<file path="config.mk">
export PLATFORM = sky130hd
export DESIGN_NAME = prefetch_queue
export DESIGN_NICKNAME = d
export VERILOG_FILES = /design/src/rtl/prefetch_queue_pkg.sv /design/src/rtl/prefetch_queue_byte_shift_queue.sv /design/src/rtl/prefetch_queue_checker.sv /design/src/rtl/prefetch_queue.sv
export SDC_FILE = /design/constraint.sdc
export NUM_CORES = 1
export LEC_CHECK = 0
export BUFFER_PORTS_ARGS = -buffer_cell sky130_fd_sc_hd__buf_2
export CELL_PAD_IN_SITES_DETAIL_PLACEMENT = 0
export CELL_PAD_IN_SITES_GLOBAL_PLACEMENT = 1
export CORE_MARGIN = 4
export CORE_UTILIZATION = 39
export DETAILED_ROUTE_END_ITERATION = 16
export GPL_ROUTABILITY_DRIVEN = 1
export PLACE_DENSITY = 0.72
export RECOVER_POWER = 100
export REMOVE_ABC_BUFFERS = 1
export SYNTH_ARGS = -nofsm -noshare
export SYNTH_HDL_FRONTEND = slang
export SYNTH_SLANG_ARGS = --single-unit
</file>
<file path="constraint.sdc">
create_clock -name clk -period 8.6 [get_ports clk]
set_input_delay 0.86 -clock clk [delete_from_list [all_inputs] [get_ports clk]]
set_output_delay 0.86 -clock clk [all_outputs]
set_load 0.02 [all_outputs]
</file>
<file path="src/rtl/prefetch_queue_pkg.sv">
// Shared types and helpers for the instruction prefetch queue.
// Holds the fetch FSM state encoding and the segment:offset address formation.
package prefetch_queue_pkg;

  localparam int PREFETCH_DEPTH = 8;

  typedef enum logic [1:0] {
    PF_IDLE    = 2'd0,
    PF_FETCH   = 2'd1,
    PF_DISCARD = 2'd2
  } prefetch_state_e;

  // Word-aligned physical address; the offset wraps inside the segment, the sum wraps at 1 MiB.
  function automatic logic [19:0] seg_addr(input logic [15:0] ps, input logic [15:0] pc);
    logic [19:0] sum;
    sum = {ps, 4'h0} + {4'h0, pc};
    return {sum[19:1], 1'b0};
  endfunction

endpackage

</file>
<file path="src/rtl/prefetch_queue_byte_shift_queue.sv">
// Byte FIFO with a left-aligned window: pops N bytes from the head and appends
// 0..2 bytes at the post-pop tail in the same cycle.
module byte_shift_queue #(
  parameter int DEPTH = 8
) (
  input  logic               clk,
  input  logic               reset,
  input  logic               clear,
  input  logic [1:0]         push_count,
  input  logic [15:0]        push_data,
  input  logic [3:0]         pop_count,
  output logic [8*DEPTH-1:0] q_bytes,
  output logic [3:0]         q_count
);

  logic [8*DEPTH-1:0] data_r;
  logic [8*DEPTH-1:0] shifted_s;
  logic [8*DEPTH-1:0] data_nxt_s;
  logic [3:0]         count_r;
  logic [3:0]         count_nxt_s;
  logic [4:0]         tail_s;

  // Shift out consumed bytes, then drop pushed bytes in at the new tail.
  always_comb begin
    shifted_s   = data_r >> {pop_count, 3'b000};
    tail_s      = {1'b0, count_r} - {1'b0, pop_count};
    data_nxt_s  = shifted_s;
    for (int i = 0; i < DEPTH; i++) begin
      if (push_count != 2'd0 && tail_s == 5'(i)) begin
        data_nxt_s[8*i +: 8] = push_data[7:0];
      end else if (push_count == 2'd2 && (tail_s + 5'd1) == 5'(i)) begin
        data_nxt_s[8*i +: 8] = push_data[15:8];
      end else begin
        data_nxt_s[8*i +: 8] = shifted_s[8*i +: 8];
      end
    end
    count_nxt_s = 4'(tail_s + {3'b000, push_count});
  end

  // Storage and occupancy; clear only empties the window, stale bytes are don't-care.
  always_ff @(posedge clk) begin
    if (reset) begin
      data_r  <= '0;
      count_r <= 4'd0;
    end else if (clear) begin
      count_r <= 4'd0;
    end else begin
      data_r  <= data_nxt_s;
      count_r <= count_nxt_s;
    end
  end

  assign q_bytes = data_r;
  assign q_count = count_r;

endmodule

</file>
<file path="src/rtl/prefetch_queue_checker.sv">
// Simulation-only protocol checks on the decoder side of the prefetch queue.
// Flags consumes of zero bytes or of more bytes than the window holds.
module prefetch_queue_checker #(
  parameter int DEPTH = 8
) (
  input logic       clk,
  input logic       reset,
  input logic       consume,
  input logic [3:0] consume_size,
  input logic [3:0] q_count
);

  consume_legal_a: assert property (@(posedge clk) disable iff (reset)
    consume |-> (consume_size != 4'd0 && consume_size <= q_count));

  count_bound_a: assert property (@(posedge clk) disable iff (reset)
    ({1'b0, q_count} <= 5'(DEPTH)));

endmodule

</file>
<file path="src/rtl/prefetch_queue.sv">
// Instruction prefetch queue: fetches 16-bit words at PS:PC and presents a
// left-aligned byte window to the pre-decoder, restarting on every flush.
module prefetch_queue
  import prefetch_queue_pkg::*;
#(
  parameter int          DEPTH    = PREFETCH_DEPTH,
  parameter logic [15:0] RESET_PS = 16'hFFFF,
  parameter logic [15:0] RESET_PC = 16'h0000
) (
  input  logic               clk,
  input  logic               reset,
  output logic               bus_req,
  output logic [19:0]        bus_addr,
  input  logic               bus_ack,
  input  logic [15:0]        bus_data,
  input  logic               flush,
  input  logic [15:0]        flush_ps,
  input  logic [15:0]        flush_pc,
  input  logic               consume,
  input  logic [3:0]         consume_size,
  output logic [8*DEPTH-1:0] q_bytes,
  output logic [3:0]         q_count,
  output logic [15:0]        q_pc,
  output logic [15:0]        q_ps
);

  prefetch_state_e state_r;
  prefetch_state_e state_nxt_s;
  logic [15:0]     fetch_pc_r;
  logic [15:0]     q_ps_r;
  logic [15:0]     q_pc_r;
  logic [19:0]     req_addr_r;
  logic [4:0]      space_s;
  logic            start_s;
  logic            ack_take_s;
  logic [1:0]      push_count_s;
  logic [15:0]     push_data_s;
  logic [3:0]      pop_count_s;

  // An odd fetch_pc only needs one free byte since the low byte is dropped.
  always_comb begin
    space_s = 5'(DEPTH) - {1'b0, q_count};
    start_s = !reset && !flush &&
              ((space_s >= 5'd2) || (space_s >= 5'd1 && fetch_pc_r[0]));
  end

  // Next-state and bus request; the request is raised in the same cycle IDLE decides to fetch.
  always_comb begin
    state_nxt_s = state_r;
    bus_req     = 1'b0;
    ack_take_s  = 1'b0;
    case (state_r)
      PF_IDLE: begin
        if (start_s) begin
          state_nxt_s = PF_FETCH;
          bus_req     = 1'b1;
        end else begin
          state_nxt_s = PF_IDLE;
        end
      end
      PF_FETCH: begin
        bus_req = 1'b1;
        if (bus_ack) begin
          state_nxt_s = PF_IDLE;
          ack_take_s  = !flush;
        end else if (flush) begin
          state_nxt_s = PF_DISCARD;
        end else begin
          state_nxt_s = PF_FETCH;
        end
      end
      PF_DISCARD: begin
        bus_req = 1'b1;
        if (bus_ack) begin
          state_nxt_s = PF_IDLE;
        end else begin
          state_nxt_s = PF_DISCARD;
        end
      end
      default: begin
        state_nxt_s = PF_IDLE;
      end
    endcase
  end

  // In IDLE the address is formed live; once issued it is held until the ack.
  always_comb begin
    if (state_r == PF_IDLE) begin
      bus_addr = seg_addr(q_ps_r, fetch_pc_r);
    end else begin
      bus_addr = req_addr_r;
    end
  end

  // Queue controls: flush overrides both pop and push, odd fetch keeps only the high byte.
  always_comb begin
    push_count_s = 2'd0;
    push_data_s  = bus_data;
    pop_count_s  = 4'd0;
    if (ack_take_s) begin
      if (fetch_pc_r[0]) begin
        push_count_s = 2'd1;
        push_data_s  = {8'h00, bus_data[15:8]};
      end else begin
        push_count_s = 2'd2;
        push_data_s  = bus_data;
      end
    end else begin
      push_count_s = 2'd0;
      push_data_s  = bus_data;
    end
    if (consume && !flush) begin
      pop_count_s = consume_size;
    end else begin
      pop_count_s = 4'd0;
    end
  end

  // FSM, fetch pointer, decode PC/PS and the latched request address.
  always_ff @(posedge clk) begin
    if (reset) begin
      state_r    <= PF_IDLE;
      fetch_pc_r <= RESET_PC;
      q_ps_r     <= RESET_PS;
      q_pc_r     <= RESET_PC;
      req_addr_r <= 20'h00000;
    end else begin
      state_r <= state_nxt_s;
      if (state_r == PF_IDLE && start_s) begin
        req_addr_r <= seg_addr(q_ps_r, fetch_pc_r);
      end
      if (flush) begin
        q_ps_r     <= flush_ps;
        q_pc_r     <= flush_pc;
        fetch_pc_r <= flush_pc;
      end else begin
        if (consume) begin
          q_pc_r <= q_pc_r + {12'h000, consume_size};
        end
        if (ack_take_s) begin
          fetch_pc_r <= fetch_pc_r + (fetch_pc_r[0] ? 16'd1 : 16'd2);
        end
      end
    end
  end

  byte_shift_queue #(
    .DEPTH(DEPTH)
  ) u_queue (
    .clk       (clk),
    .reset     (reset),
    .clear     (flush),
    .push_count(push_count_s),
    .push_data (push_data_s),
    .pop_count (pop_count_s),
    .q_bytes   (q_bytes),
    .q_count   (q_count)
  );

  prefetch_queue_checker #(
    .DEPTH(DEPTH)
  ) u_checker (
    .clk         (clk),
    .reset       (reset),
    .consume     (consume),
    .consume_size(consume_size),
    .q_count     (q_count)
  );

  assign q_pc = q_pc_r;
  assign q_ps = q_ps_r;

endmodule
</file>
==> impl_metrics.env <==
export IMPL_status="finished, violations left"
export IMPL_violations="capacitance limit, slew limit"
export IMPL_start_util=0.396
export IMPL_cts_max_level=4
export IMPL_cts_buffers=17
export IMPL_wl_um=39700
export IMPL_yosys_top_cells_area="dfxtp_1 29%, mux2i_1 7.2%, nand2_1 5.4%, mux2_2 4.6%, ha_1 4.2%"
export IMPL_routedWlPerCell_um=24.1
export IMPL_die_area_mm2=0.0272
export IMPL_grtUsageTotal=0.287
export IMPL_critical_path_class="input pin to flip-flop"
export IMPL_portBuffers=176
export IMPL_post_route_util=0.463
export IMPL_io_pins=178
export IMPL_drv_cap=5
export IMPL_synth_seq_area_share=0.286
export IMPL_synth_seq_cells=137
export IMPL_crit_arrival_ns=7.34
export IMPL_reg2regPathDepth=10
export IMPL_rows=57
export IMPL_postCtsSetupBuffers=0
export IMPL_combinationalPowerShare=0.240
export IMPL_hold_path_class="flip-flop to flip-flop"
export IMPL_final_max_slew_violation_count=145
export IMPL_crit_path_start_kind="input pin"
export IMPL_holdBufCountCts=0
export IMPL_max_freq_mhz=142
export IMPL_yosys_area_top_type="dfxtp_1"
export IMPL_cts_resized=0
export IMPL_synth_cell_type_count=79
export IMPL_pwr_share_clk=0.403
export IMPL_postLayoutCellArea_mm2=0.0112
export IMPL_p_leak_nw=4.38
export IMPL_drtIter0Drc=1227
export IMPL_reg2reg_slack_ns=4.70
export IMPL_setup_tns_ns=0
export IMPL_diodes=0
export IMPL_die_h_um=165
export IMPL_final_common_cell="nand2_1"
export IMPL_setup_worst_path_end_class="flip-flop"
export IMPL_relSlewSlack=-0.841
export IMPL_synthArstFlopShare=0
export IMPL_cts_buffer_depth=2
export IMPL_finalPower_mw=1.96
export IMPL_hold_path_depth=2
export IMPL_clk_latency_ns=0.44
export IMPL_clk_pin_slew_ns=0.07
export IMPL_r2r_end="u_queue.q_bytes[17]$_SDFFE_PP0N_"
export IMPL_area_growth_pct=16.9
export IMPL_avgSynthCellArea_um2=8.29
export IMPL_setup_viol=0
export IMPL_instances_no_fill=1645
export IMPL_hp_start="req_addr_r[5]$_SDFFE_PP0P_"
export IMPL_viasPerCell=6.19
export IMPL_path_max_fanout=26
export IMPL_place_ws_ns=3.01
export IMPL_drive_gt1_frac=0.132
export IMPL_syn_inst=1157
export IMPL_grt_max_degree=47
export IMPL_layout_setup_ws_ns=1.57
export IMPL_period_minus_slack_ns=7.03
export IMPL_post_route_period_util=0.818
export IMPL_final_cell_mix="140 x nand2_1, 137 x dfxtp_1, 126 x clkbuf_1"
export IMPL_intPower_mw=1.25
export IMPL_synth_top_flop_cell="dfxtp_1"
export IMPL_core_region_area_mm2=0.0242
export IMPL_root_buffer="clkbuf_16"
export IMPL_timing_hold_ws_ns=0.460
export IMPL_hold_violations=0
export IMPL_antenna_found_initial=2
export IMPL_fin_skew_ns=0.0126
export IMPL_power_density_mw_per_mm2=175
export IMPL_r2r_start="u_queue.q_count[0]$_SDFF_PP0_"
export IMPL_hold_end="req_addr_r[5]$_SDFFE_PP0P_"
export IMPL_dp_final_hpwl_um=27800
export IMPL_netlist_area_leader_share=0.286
export IMPL_placed_cell_area_mm2=0.0108
export IMPL_swShare=0.363
export IMPL_yosys_warnings=0
export IMPL_required_ns=8.91
export IMPL_synth_edf_count=0
export IMPL_dr_pass1_iters=6
export IMPL_num_vias=10188
export IMPL_grt_pass1_vias=9652
export IMPL_overflow=0
export IMPL_drcViolationCount=0
export IMPL_cts_tree="yes"
export IMPL_cts_num_sinks=137
export IMPL_ir_drop_v=0.0000975
export IMPL_synth_area_mm2=0.00959
export IMPL_gp_congestion=0.961
export IMPL_tightestPinTransition_ns=2.75
export IMPL_place_inst=1613
export IMPL_fp_dieW_um=165
export IMPL_ant_nets=0
export IMPL_share_seq_of_total_power=0.358
export IMPL_final_nets=1401
export IMPL_rsz0062_at_grt="no"
export IMPL_fill_cells=2527
export IMPL_p_sw_mw=0.710
export IMPL_grt_pass1_wl_um=59300
-- worst max-delay path, stage by stage --
cell and delay (ns):
clkbuf_1 1.19, clkinv_1 0.90, nor2_1 0.26, clkbuf_1 0.66, inv_2 0.36, fa_1 0.56
xnor2_1 0.53, nand2_2 0.21, a2111oi_4 0.81, a21oi_1 0.45, a211oi_1 0.43, o21ai_1 0.11
-- routing by layer --
metal | up-vias | share of wire | global-route usage
met5 | - | 0.00083 | 0
met4 | 4 | 0.043 | 0.118
met3 | 138 | 0.12 | 0.0866
met2 | 680 | 0.44 | 0.448
met1 | 4746 | 0.39 | 0.370
li1 | 4620 | - | -
-- sequential cells by signal, indices dropped and copies added (netlist names) --
signal           count
fetch_pc_r          16
req_addr_r          19
u_queue.q_count      4
state_r              2
q_ps                16
q_pc                16
u_queue.q_bytes     64
-- kinds of logic (layout without fill, tap and decap cells) --
family                     count (synthesis)  in the layout  synth area share
xor gates and xnor gates                  45             45            0.0411
other                                      1              1          0.000391
AOI/OAI and AO/OA                        382            382             0.280
DFF                                      137            137             0.286
muxes                                    111            111             0.125
and+or+nand+nor                          337            337             0.170
adders and majority gates                 36             36            0.0501
buffers and inverters                    108            272            0.0476
-- cells in the mapped netlist (21+ instances only) --
master,instances
a21boi_0,21
a21oi_1,66
clkbuf_1,41
dfxtp_1,137
ha_1,32
inv_1,38
mux2_2,39
mux2i_1,69
nand2_1,139
nand3_1,28
nor2_1,64
nor3_1,23
o21ai_0,78
o22ai_1,22
xnor2_1,27
-- power by group through the flow --
stage	logic [mW]	clock network [mW]	registers, mW
after floorplan	0.290	0	0.724
after global placement	0.473	0	0.713
after detailed placement	0.474	0	0.714
after CTS	0.477	0.793	0.699
after global routing	0.511	0.827	0.704
final	0.470	0.788	0.700
-- worst max-delay path by stage --
stage / slack, ns / cells past startpoint / startpoint / endpoint
after global routing: 1.54 / 12 / consume_size[1] / u_queue.q_bytes[17]$_SDFFE_PP0N_
final: 1.57 / 12 / consume_size[1] / u_queue.q_bytes[17]$_SDFFE_PP0N_
after CTS: 3.44 / 12 / consume_size[1] / u_queue.q_bytes[10]$_SDFFE_PP0P_
after detailed placement: 3.01 / 12 / consume_size[1] / u_queue.q_bytes[10]$_SDFFE_PP0P_
after global placement: 3.08 / 12 / consume_size[1] / u_queue.q_bytes[10]$_SDFFE_PP0P_
after floorplan: 4.12 / 11 / flush / u_queue.q_bytes[10]$_SDFFE_PP0P_
-- layout make-up --
type                            count  area [um2]  area share
Multi-Input combinational cell    912        6410       0.572
Sequential cell                   137        2740       0.245
Timing Repair Buffer              198         873      0.0779
Clock buffer                       17         425      0.0379
Tap cell                          324         405      0.0361
Clock inverter                     15         201      0.0180
Inverter                           42         158      0.0141
Note: power is estimated with default switching activity, not from simulation.
